`config.mk`:
```
export PLATFORM = sky130hd
export DESIGN_NAME = small_mem_fifo_ctrl
export DESIGN_NICKNAME = d
export VERILOG_FILES = /design/src/rtl/small_mem_fifo_ctrl.sv
export SDC_FILE = /design/constraint.sdc
export NUM_CORES = 1
export LEC_CHECK = 0
export ABC_AREA = 1
export ABC_CLOCK_PERIOD_IN_PS = 6600
export CAP_MARGIN = 20
export CORE_MARGIN = 1
export CORE_UTILIZATION = 35
export DETAILED_ROUTE_END_ITERATION = 7
export GPL_TIMING_DRIVEN = 1
export PLACE_DENSITY = 0.58
export SYNTH_ARGS = -nofsm -noshare
export SYNTH_HDL_FRONTEND = slang
export SYNTH_SLANG_ARGS = --single-unit
```
`constraint.sdc`:
```
create_clock -name clk -period 6.6 [get_ports clk]
set_input_delay 1.32 -clock clk [delete_from_list [all_inputs] [get_ports clk]]
set_output_delay 1.32 -clock clk [all_outputs]
set_load 0.005 [all_outputs]
```
`src/rtl/small_mem_fifo_ctrl.sv`:
```
// small_mem_fifo_ctrl: valid/ready FIFO sequencing a single-port small_mem with a registered head word.
// Optional SMALL_MEM_FIFO_BYPASS_EN: when the RAM is empty, an accepted word loads out_data directly.
// Ports: clk, rst_n (async active-low), flush (sync clear);
//        in_valid/in_ready/in_data upstream; out_valid/out_ready/out_data downstream;
//        level = words in RAM + output register (0..DEPTH+1).
module small_mem #(
  parameter int AW = 3,
  parameter int DW = 9
) (
  input  logic          clk,
  input  logic          we,
  input  logic [AW-1:0] a,
  input  logic [DW-1:0] d,
  output logic [DW-1:0] spo
);
  logic [DW-1:0] mem [2**AW];
  always_ff @(posedge clk) if (we) mem[a] <= d;
  assign spo = mem[a];
endmodule

module small_mem_fifo_ctrl #(
  parameter int ADDR_WIDTH = 3,
  parameter int DATA_WIDTH = 9
) (
  input  logic                  clk,
  input  logic                  rst_n,
  input  logic                  flush,
  input  logic                  in_valid,
  output logic                  in_ready,
  input  logic [DATA_WIDTH-1:0] in_data,
  output logic                  out_valid,
  input  logic                  out_ready,
  output logic [DATA_WIDTH-1:0] out_data,
  output logic [ADDR_WIDTH:0]   level
);
  localparam logic [ADDR_WIDTH:0] DEPTH = (ADDR_WIDTH+1)'(1) << ADDR_WIDTH;
  logic [ADDR_WIDTH-1:0] wr_ptr_q, wr_ptr_d, rd_ptr_q, rd_ptr_d, ram_a;
  logic [ADDR_WIDTH:0]   cnt_q, cnt_d;
  logic                  last_rd_q, last_rd_d, out_valid_q, out_valid_d;
  logic [DATA_WIDTH-1:0] out_data_q, out_data_d, spo;
  logic                  out_free, rd_want, byp, byp_take, wr_gnt, rd_gnt;
  small_mem #(.AW(ADDR_WIDTH), .DW(DATA_WIDTH)) u_mem (
    .clk (clk),
    .we  (wr_gnt),
    .a   (ram_a),
    .d   (in_data),
    .spo (spo)
  );
  always_comb begin
    out_free = !out_valid_q || out_ready;
    rd_want  = out_free && cnt_q != '0;
`ifdef SMALL_MEM_FIFO_BYPASS_EN
    byp      = out_free && cnt_q == '0 && !flush;
`else
    byp      = 1'b0;
`endif
    in_ready = !flush && cnt_q != DEPTH && (!rd_want || last_rd_q || byp);
    byp_take = byp && in_valid;
    wr_gnt   = in_valid && in_ready && !byp;
    rd_gnt   = rd_want && !wr_gnt && !flush;
    ram_a    = wr_gnt ? wr_ptr_q : rd_ptr_q;
  end
  always_comb begin
    wr_ptr_d    = flush ? '0 : wr_gnt ? wr_ptr_q + ADDR_WIDTH'(1) : wr_ptr_q;
    rd_ptr_d    = flush ? '0 : rd_gnt ? rd_ptr_q + ADDR_WIDTH'(1) : rd_ptr_q;
    cnt_d       = flush ? '0 : wr_gnt ? cnt_q + 1'b1 : rd_gnt ? cnt_q - 1'b1 : cnt_q;
    last_rd_d   = rd_gnt;
    out_valid_d = flush ? 1'b0 : (rd_gnt || byp_take) ? 1'b1 : out_ready ? 1'b0 : out_valid_q;
    out_data_d  = rd_gnt ? spo : byp_take ? in_data : out_data_q;
  end
  always_ff @(posedge clk or negedge rst_n) begin
    if (!rst_n) begin
      wr_ptr_q    <= '0;
      rd_ptr_q    <= '0;
      cnt_q       <= '0;
      last_rd_q   <= 1'b0;
      out_valid_q <= 1'b0;
      out_data_q  <= '0;
    end else begin
      wr_ptr_q    <= wr_ptr_d;
      rd_ptr_q    <= rd_ptr_d;
      cnt_q       <= cnt_d;
      last_rd_q   <= last_rd_d;
      out_valid_q <= out_valid_d;
      out_data_q  <= out_data_d;
    end
  end
  assign out_valid = out_valid_q;
  assign out_data  = out_data_q;
  assign level     = cnt_q + {{ADDR_WIDTH{1'b0}}, out_valid_q};
endmodule

```
Yosys cells after proc, flatten, opt, wreduce, memory -nomap -nowiden
Memories as Yosys holds them, arrays and structs flattened. A register that Yosys moved wholly into a read port is not among the register bits.
Cells that the tools add are included.

word-level totals
  RAM bits = 72
  register bits after elaboration = 12
  bits of input ports = 14
  memories = 1
  output and inout port bits = 15
  logic and storage cells = 43

memory list
  memory     words  bits a word  rd ports  clocked after memory_dff  wr ports  RTL line  source
  u_mem.mem  8      9            1         1                         1         16        logic [DW-1:0] mem [2**AW];

operators by class
  reduce and logical (&&, ||, !) cells = 18
  equality and inequality tests = 1
  $add $sub $neg = 5
  muxes and demuxes = 13

operators with widths
  kind                                                                 number
  3-bit two-way mux                                                    5
  4-bit two-way mux                                                    3
  3-bit by 1-bit adder with 3-bit output (second input constant)       2
  1-bit logical AND                                                    6
  3-bit nonzero test                                                   2
  1-bit zero test                                                      5
  1-bit two-way mux                                                    5
  4-bit by 1-bit adder with 4-bit output                               1
  4-bit by 1-bit adder with 4-bit output (second input constant)       1
  4-bit inequality test (second input constant)                        1
  2-bit nonzero test                                                   2
  4-bit nonzero test                                                   1
  4-bit by 1-bit subtractor with 4-bit output (second input constant)  1
  1-bit logical OR                                                     2

Logic depth before layout (Yosys ltp)
Gate-level depths: netlist of the first run.

  depth after elaboration = 13
  depth in mapped cells = 12
  mapped depth without buffers = 11

Cells and area by module
From an unflattened synthesis of the first run, not the netlist that was laid out.

second synthesis, totals
  cell total of the unflattened synthesis = 440
  area, all modules = 4247.8 um^2

modules (own cells, without submodules)
  module               cells each  sequential area each (um^2)  times used  area an instance (um^2)
  small_mem            305         2162.1                       1           3121.7
  small_mem_fifo_ctrl  135         525.5                        1           1126.1

Least setup slack after synthesis of the first run
OpenSTA, ideal clock, no wires.

  kind = in2out
  start = input port out_ready
  end = output port in_ready
  data arrival time = 1.726 ns
  buffers on the path = 0
  slack = 3.554 ns
  cell stages on the path = 5
  required time = 5.280 ns
  cells stage by stage = inv_1 nand2_1 nand3_4 nand2_1 inv_1

between the ends
  word-level cells in the longest chain between the ends = 5

ends and longest elaborated chain
  what               RTL line  source
  start, declared    32        input logic out_ready,
  1-bit logical OR   50        out_free = !out_valid_q || out_ready;
  1-bit logical AND  51        rd_want = out_free && cnt_q != '0;
  1-bit zero test    57        in_ready = !flush && cnt_q != DEPTH && (!rd_want || last_rd_q || byp);
  1-bit logical OR   57
  1-bit logical AND  57
  end, declared      29        output logic in_ready,

No other way between the ends.

Worst setup path in the final report of the first run
  start = input port flush
  end = register out_data_q[8] (netlist: out_data[8]), read port of u_mem.mem

between the ends
  word-level cells in the longest chain between the ends = 7
  elaborated cells between the ends (all ways) = 8
  classes of those cells = 1 x mux; 7 x reduce/logical

ends and longest elaborated chain
  what                            RTL line  source
  start, declared                 27        input logic flush,
  1-bit zero test *               57, 60
  1-bit logical AND (2 in a row)  57
  1-bit logical AND               59        wr_gnt = in_valid && in_ready && !byp;
  1-bit zero test                 60        rd_gnt = rd_want && !wr_gnt && !flush;
  1-bit logical AND (2 in a row)  60
  end, declared                   40        logic [DATA_WIDTH-1:0] out_data_q, out_data_d, spo;

Every way passes the cells marked *; elsewhere a longest branch is shown, timed or not.
A chain may end at the register's enable or synchronous reset.

==> metrics.md, run 1 <==
| Metric | Value |
|---|---|
| Initial Util | 36.1% |
| Flop2flop setup slack | 3.38 ns |
| Cells after Synth | 401 |
| Nets | 453 |
| IO Port Bufs | 28 |
| Crit path cell chain | clkdlybuf4s50_1 > a21oi_4 > nand4_2 > nand2_2 > nand2_1 > nand3_1 > nand3_1 > nor2_1 > nor2_1 |
| Core area | 0.0121 sq mm |
| Area of the multi-input gates | 0.00136 sq mm |
| Slew Viols, Final | 0 |
| Num CTS Buffers | 9 |
| Status | finished clean |
| First-pass GRT wire length | 14600 um |
| Sequential Power Share | 37.7% |
| Comb pwr share | 36.5% |
| Syn nets | 422 |
| RD Place Congestion | 0.759 |
| Most frequent cells in the layout | 72 x edfxtp_1, 63 x inv_1, 58 x nand2_1 |
| Maximum VDD drop | 0.000120 V |
| Die height | 114 um |
| Synth Area in Compound Gates | 3.13% |
| HP Class | flip-flop to flip-flop |
| Layout Area Growth over Synthesis | 17.9% |
| DRT Pass-1 Iters | 4 |
| Register bit total from synthesis | 93 |
| Post-synthesis mux area share | 0% |
| Post-DP HPWL | 5730 um |
| Clk buf depth | 2 |
| Largest net degree at the start of global routing | 46 |
| Main combinational cell family by area after synthesis | simple AND/OR/NAND/NOR gates |
| YS warnings | 0 |
| Synthesized area | 0.00435 sq mm |
| Crit. End Element | flip-flop |
| Adder-Cell Fraction of Synth Area | 2.18% |
| Fin crit period | 4.06 ns |
| FMAX | 246 MHz |
| Setup-failing EPs final | 0 |
| Routed wire per std cell | 14.7 um |
| DRT iter0 DRCs | 193 |
| Max_slew headroom | 31.8% |
| Worst-Margin Slew | 1.02 ns |
| Seq/Total Area, Yosys | 61.7% |
| Post-Synth Simple-Gate Area | 25.0% |
| Terminus of the critical flop-to-flop path | out_data[8] |
| Hold path startpoint | wr_ptr_q[2] |
| Rows | 40 |
| Layout filler cell count | 1143 |
| Fin area | 0.00513 sq mm |
| Sw Ratio | 35.1% |
| Critical Path Start Type | input port |
| P_sw | 0.000707 W |
| Reg clk slew, reported paths | 0.06 ns |
| GR Util All Layers | 15.3% |
| XOR/XNOR share of the synthesized area | 1.01% |
| Post-DRT Antenna Nets | 0 |
| GRT overflow | 0 |
| Resized Gates After CTS | 0 |
| Leakage | 2.08 nW |
| Post-DR vias/cell | 4.55 |
| Worst Path Arrival | 4.30 ns |
| Clock skew | 0.00985 ns |
| Die width | 114 um |
| Diodes inserted | 0 |
| Synth unique cells | 28 |
| Setup crit end | out_data[8] |
| Pwr dens | 393 mW/mm^2 |
| Pint | 0.00131 W |
| Initial antenna violation count | 0 |
| Cells on worst reg2reg path | 10 |
| Reg area | 0.00269 sq mm |
| Post-cts hold buffer count | 0 |
| Final hold violation count | 0 |
| H-tree depth | 3 |
| Total Wirelength | 8890 um |
| TritonCTS Sinks | 93 |
| CP required | 6.84 ns |
| RSZ-0062 raised after global routing | false |
| Layout cell share with drive strength beyond 1 | 10.8% |
| Max cap viols | 0 |
| Crit. Startpoint | flush |
| Reg-to-Reg Start | cnt_q[0] |
| CP peak stage delay | 0.95 ns |
| Period utilization | 61.5% |
| Root buf cell | clkbuf_16 |
| Commonest non-fill, non-tap cell in the layout | edfxtp_1 |
| Clock latency on the worst-skew pair | 0.35 ns |
| Total number of vias | 2752 |
| Vias in the first global route | 2756 |
| Die area | 0.0129 sq mm |
| I/O Pins | 29 |
| Post-CTS setup buffers | 0 |
| Final setup TNS | 0 ns |
| Syn_area_per_cell | 10.9 sq um |
| Clk pwr share | 25.8% |
| CP max stage cell | nand2_2 |
| Setup CP Type | input port to flip-flop |
| CTS tree | built |
| Post-placement cell area | 0.00479 sq mm |
| Crit path max fanout | 45 |
| Drt drc | 0 |
## synthesized netlist by cell type
library cell   n  area [sq um]
nor2_8         4          80.1
o21ai_0        7          35.0
a21oi_1        4          20.0
fa_1           1          20.0
nand4_2        1          12.5
nand3_1       40           200
edfxtp_1      72          2160
o21a_1         1          7.51
xor2_1         5          43.8
nand3_4        2          35.0
nand4_1        5          31.3
nand2_2        4          25.0
ha_1           6          75.1
a21oi_4        1          16.3
buf_6          1          11.3
nand2_4        7          78.8
o21ai_1        9          45.0
nor2_2         1          6.26
nand3b_1      27           203
dfrtp_1       21           526
buf_2          7          35.0
clkbuf_1       4          15.0
nand2_1       58           218
nor2_1        38           143
o22ai_1        2          12.5
inv_1         63           236
or2_2          9          56.3
inv_2          1          3.75
## critical path, delay by kind of cell
kind / cells / cell delay [ns]
and+or+nand+nor: 7 / 2.19
buffers and inverters: 1 / 0.49
AOI/OAI and AO/OA: 1 / 0.26
## cells by family after synthesis
family                   after synthesis
AO/OA/AOI/OAI                         24
XOR/XNOR                               5
adder cells (fa/ha/maj)                7
buffers and inverters                 76
flip-flops                            93
AND/OR/NAND/NOR                      196
## worst min path at each step
stage                        endpoint  slack (ns)  depth (start not counted)
after global placement    wr_ptr_q[2]        0.56                          2
after global routing      wr_ptr_q[2]        0.63                          2
final                     wr_ptr_q[2]        0.57                          2
after CTS                 wr_ptr_q[2]        0.59                          2
after floorplan           wr_ptr_q[2]        0.51                          2
after detailed placement  out_data[0]        0.58                          3
## per-stage QoR
stage	total power [W]	worst slack [ns]	instances	hold slack (ns)	util [%]
after detailed placement	0.00152	2.18	586	0.577	39.7
after global placement	0.00150	2.27	586	0.558	39.7
after global routing	0.00216	2.23	605	0.627	42.6
final	0.00202	2.54	605	0.573	42.6
after CTS	0.00204	2.55	602	0.587	42.2
after floorplan	0.00128	3.55	401	0.515	-
## flip-flops by register name, summed over array words and instances (netlist names)
name / count
u_mem.mem: 72
last_rd_q: 1
rd_ptr_q: 3
cnt_q: 4
out_valid: 1
out_data: 9
wr_ptr_q: 3
## final cells by class
type	count	area share (%)
Tap cell	168	4.10
Timing Repair Buffer	32	6.51
Clock buffer	13	4.88
Inverter	64	4.68
Multi-Input combinational cell	232	26.6
Sequential cell	93	52.4
Clock inverter	3	0.902
## power by group through the flow
stage          Clock [W]  Sequential [W]  Combinational (W)
2_1_floorplan          0        0.000762           0.000517
3_3_place_gp           0        0.000772           0.000729
3_5_place_dp           0        0.000774           0.000743
4_1_cts         0.000535        0.000762           0.000746
5_1_grt         0.000554        0.000771           0.000833
6_report        0.000520        0.000761           0.000737
## metal layers
metal / share of wire, % / GRT usage, % / up-vias
met5: 0 / 0 / -
met4: 2.1 / 7.37 / 0
met3: 3.4 / 2.55 / 12
met2: 47 / 24.3 / 47
met1: 48 / 20.4 / 1303
li1: - / - / 1390
Power figures use the tool's default switching activity.
==> run 2: changes to the inputs <==
Settings changed: ABC_CLOCK_PERIOD_IN_PS 6600 to 3980.
Clock period 6.6 ns to 3.98 ns, I/O delays scaled along.
==> metrics.md, run 2 (same netlist as run 1, synthesis figures left out) <==
| Metric | Value |
|---|---|
| Util after Layout | 43.1% (was 42.6%) |
| Die width | 114 um (unchanged) |
| Sw Ratio | 34.4% (was 35.1%) |
| Maximum VDD drop | 0.000223 V (was 0.000120 V) |
| Pwr dens | 656 mW/mm^2 (was 393 mW/mm^2) |
| Die height | 114 um (unchanged) |
| Drt drc | 0 (unchanged) |
| Root buf cell | clkbuf_16 (unchanged) |
| GR Util All Layers | 15.1% (was 15.3%) |
| Commonest non-fill, non-tap cell in the layout | edfxtp_1 (unchanged) |
| DRT iter0 DRCs | 255 (was 193) |
| CTS tree | built (unchanged) |
| Most frequent cells in the layout | 72 x edfxtp_1, 63 x inv_1, 58 x nand2_1 (unchanged) |
| Crit path max fanout | 13 (was 45) |
| Diodes inserted | 0 (unchanged) |
| Post-CTS setup buffers | 0 (unchanged) |
| HP Class | flip-flop to flip-flop (unchanged) |
| Reg clk slew, reported paths | 0.06 ns (about the same) |
| TritonCTS Sinks | 93 (unchanged) |
| Grt met2 use | 22.8% (was 24.3%) |
| Comb pwr share | 36.4% (was 36.5%) |
| Most used routing layer | met2 (unchanged) |
| Initial Util | 36.1% (unchanged) |
| Leakage | 2.13 nW (was 2.08 nW) |
| RD Place Congestion | 0.781 (was 0.759) |
| Largest net degree at the start of global routing | 32 (was 46) |
| Post-placement cell area | 0.00487 sq mm (was 0.00479 sq mm) |
| Core area | 0.0121 sq mm (unchanged) |
| DRT Pass-1 Iters | 4 (unchanged) |
| Post-cts hold buffer count | 0 (unchanged) |
| First-pass GRT wire length | 14300 um (was 14600 um) |
| Rows | 40 (unchanged) |
| Largest register FFs | 72 (unchanged) |
| Resized Gates After CTS | 0 (unchanged) |
| Layout cell share with drive strength beyond 1 | 12.4% (was 10.8%) |
| Worst-Margin Slew | 0.917 ns (was 1.02 ns) |
| Final hold violation count | 0 (unchanged) |
| Setup-failing EPs final | 0 (unchanged) |
| Final setup TNS | 0 ns (unchanged) |
| H-tree depth | 3 (unchanged) |
| Status | finished clean (unchanged) |
| Hold Path Stages | 2 (unchanged) |
| Pint | 0.00224 W (was 0.00131 W) |
| Worst Path Arrival | 3.13 ns (was 4.30 ns) |
| FMAX | 324 MHz |
| Setup CP Type | input port to flip-flop (unchanged) |
| Fin crit period | 3.08 ns |
| Clock latency on the worst-skew pair | 0.34 ns (was 0.35 ns) |
| Clock skew | 0.00777 ns (was 0.00985 ns) |
| Cells on worst reg2reg path | 10 (unchanged) |
| I/O Pins | 29 (unchanged) |
| Total Wirelength | 9010 um (was 8890 um) |
| GRT overflow | 0 (unchanged) |
| GRT met3 Usage | 2.60% (was 2.55%) |
| Post-DRT Antenna Nets | 0 (unchanged) |
| Period utilization | 77.5% |
| Num CTS Buffers | 9 (unchanged) |
| Layout filler cell count | 1135 (was 1143) |
| CP required | 4.03 ns (was 6.84 ns) |
| Clk buf depth | 2 (unchanged) |
| Critical Path Start Type | input port (unchanged) |
| Crit. End Element | flip-flop (unchanged) |
| Final Hold Slack | 0.558 ns (was 0.573 ns) |
| Post-DP HPWL | 6150 um (was 5730 um) |
| Slew Viols, Final | 0 (unchanged) |
| P_sw | 0.00117 W (was 0.000707 W) |
| Total number of vias | 2824 (was 2752) |
| Layout Area Growth over Synthesis | 19.5% (was 17.9%) |
| Post-DR vias/cell | 4.61 (was 4.55) |
| Routed wire per std cell | 14.7 um (about the same) |
| RSZ-0062 raised after global routing | false (unchanged) |
| Max cap viols | 0 (unchanged) |
| Initial antenna violation count | 0 (unchanged) |
| Vias in the first global route | 2725 (was 2756) |
| Sequential Power Share | 37.1% (was 37.7%) |
| M1 GR Usage | 20.4% (about the same) |
| Clk pwr share | 26.6% (was 25.8%) |
| Largest reg by FF count | u_mem.mem (unchanged) |
| Fin area | 0.00520 sq mm (was 0.00513 sq mm) |
| Nets | 460 (was 453) |
| Die area | 0.0129 sq mm (unchanged) |
| Max_slew headroom | 38.6% (was 31.8%) |
| IO Port Bufs | 28 (unchanged) |
run 2: cell count changes in the layout (fill, tap and decap cells not counted):
cell,delta
clkbuf_8,-1
clkbuf_1,-2
buf_4,+7
clkinv_4,+1
buf_12,+1
bufinv_16,+1
clkinv_1,+1
buf_16,-1
buf_6,-1
clkinvlp_4,-1
clkinv_2,+1
buf_8,+1
run 2: through the flow:
stage	std cells	setup WS [ns]	power (W)
after CTS	611	0.866	0.00344
after floorplan	401	1.48	0.00212
final	612	0.897	0.00341
after global routing	612	0.736	0.00362
after detailed placement	595	0.505	0.00254
after global placement	595	0.616	0.00251
run 2: layer usage:
metal	wire (um)	vias up
li1	-	1407
met1	4290	1332
met2	4100	70
met3	389	15
met4	239	0
met5	0	-
run 2: path summary, 6_finish.rpt:
| path | from | endpoint | slack (ns) |
|---|---|---|---|
| worst max register to register | cnt_q[0] | u_mem.mem[4][5] | 1.23 |
| worst min register to register | wr_ptr_q[2] | wr_ptr_q[2] | 0.56 |
| worst min-delay path | wr_ptr_q[2] | wr_ptr_q[2] | 0.56 |
| min in group asynchronous | rst_n | rd_ptr_q[0] | 0.83 |
| max in group asynchronous | rst_n | rd_ptr_q[2] | 2.66 |
| worst max-delay path | flush | u_mem.mem[4][5] | 0.90 |
run 2: cell type report:
class | count | area, sq um | share of cell area (%)
Clock buffer | 10 | 229 | 4.40
Clock inverter | 6 | 86.3 | 1.66
Inverter | 64 | 240 | 4.62
Multi-Input combinational cell | 232 | 1360 | 26.2
Sequential cell | 93 | 2690 | 51.7
Tap cell | 168 | 210 | 4.04
Timing Repair Buffer | 39 | 383 | 7.36
run 2: power groups by stage:
| stage | Clock [W] | Sequential [W] | Combinational [W] |
|---|---|---|---|
| 2_1_floorplan | 0 | 0.00126 | 0.000857 |
| 3_5_place_dp | 0 | 0.00128 | 0.00125 |
| 3_3_place_gp | 0 | 0.00128 | 0.00123 |
| 5_1_grt | 0.000962 | 0.00128 | 0.00138 |
| 6_report | 0.000906 | 0.00126 | 0.00124 |
| 4_1_cts | 0.000922 | 0.00127 | 0.00125 |
run 2: critical path, stage by stage:
cell             delay (ns)
clkdlybuf4s50_1        0.50
a21oi_4                0.27
nand3_4                0.25
nand2_2                0.15
nand2_4                0.10
nor2_8                 0.20
inv_1                  0.09
nor2_1                 0.49
buf_4                  0.28
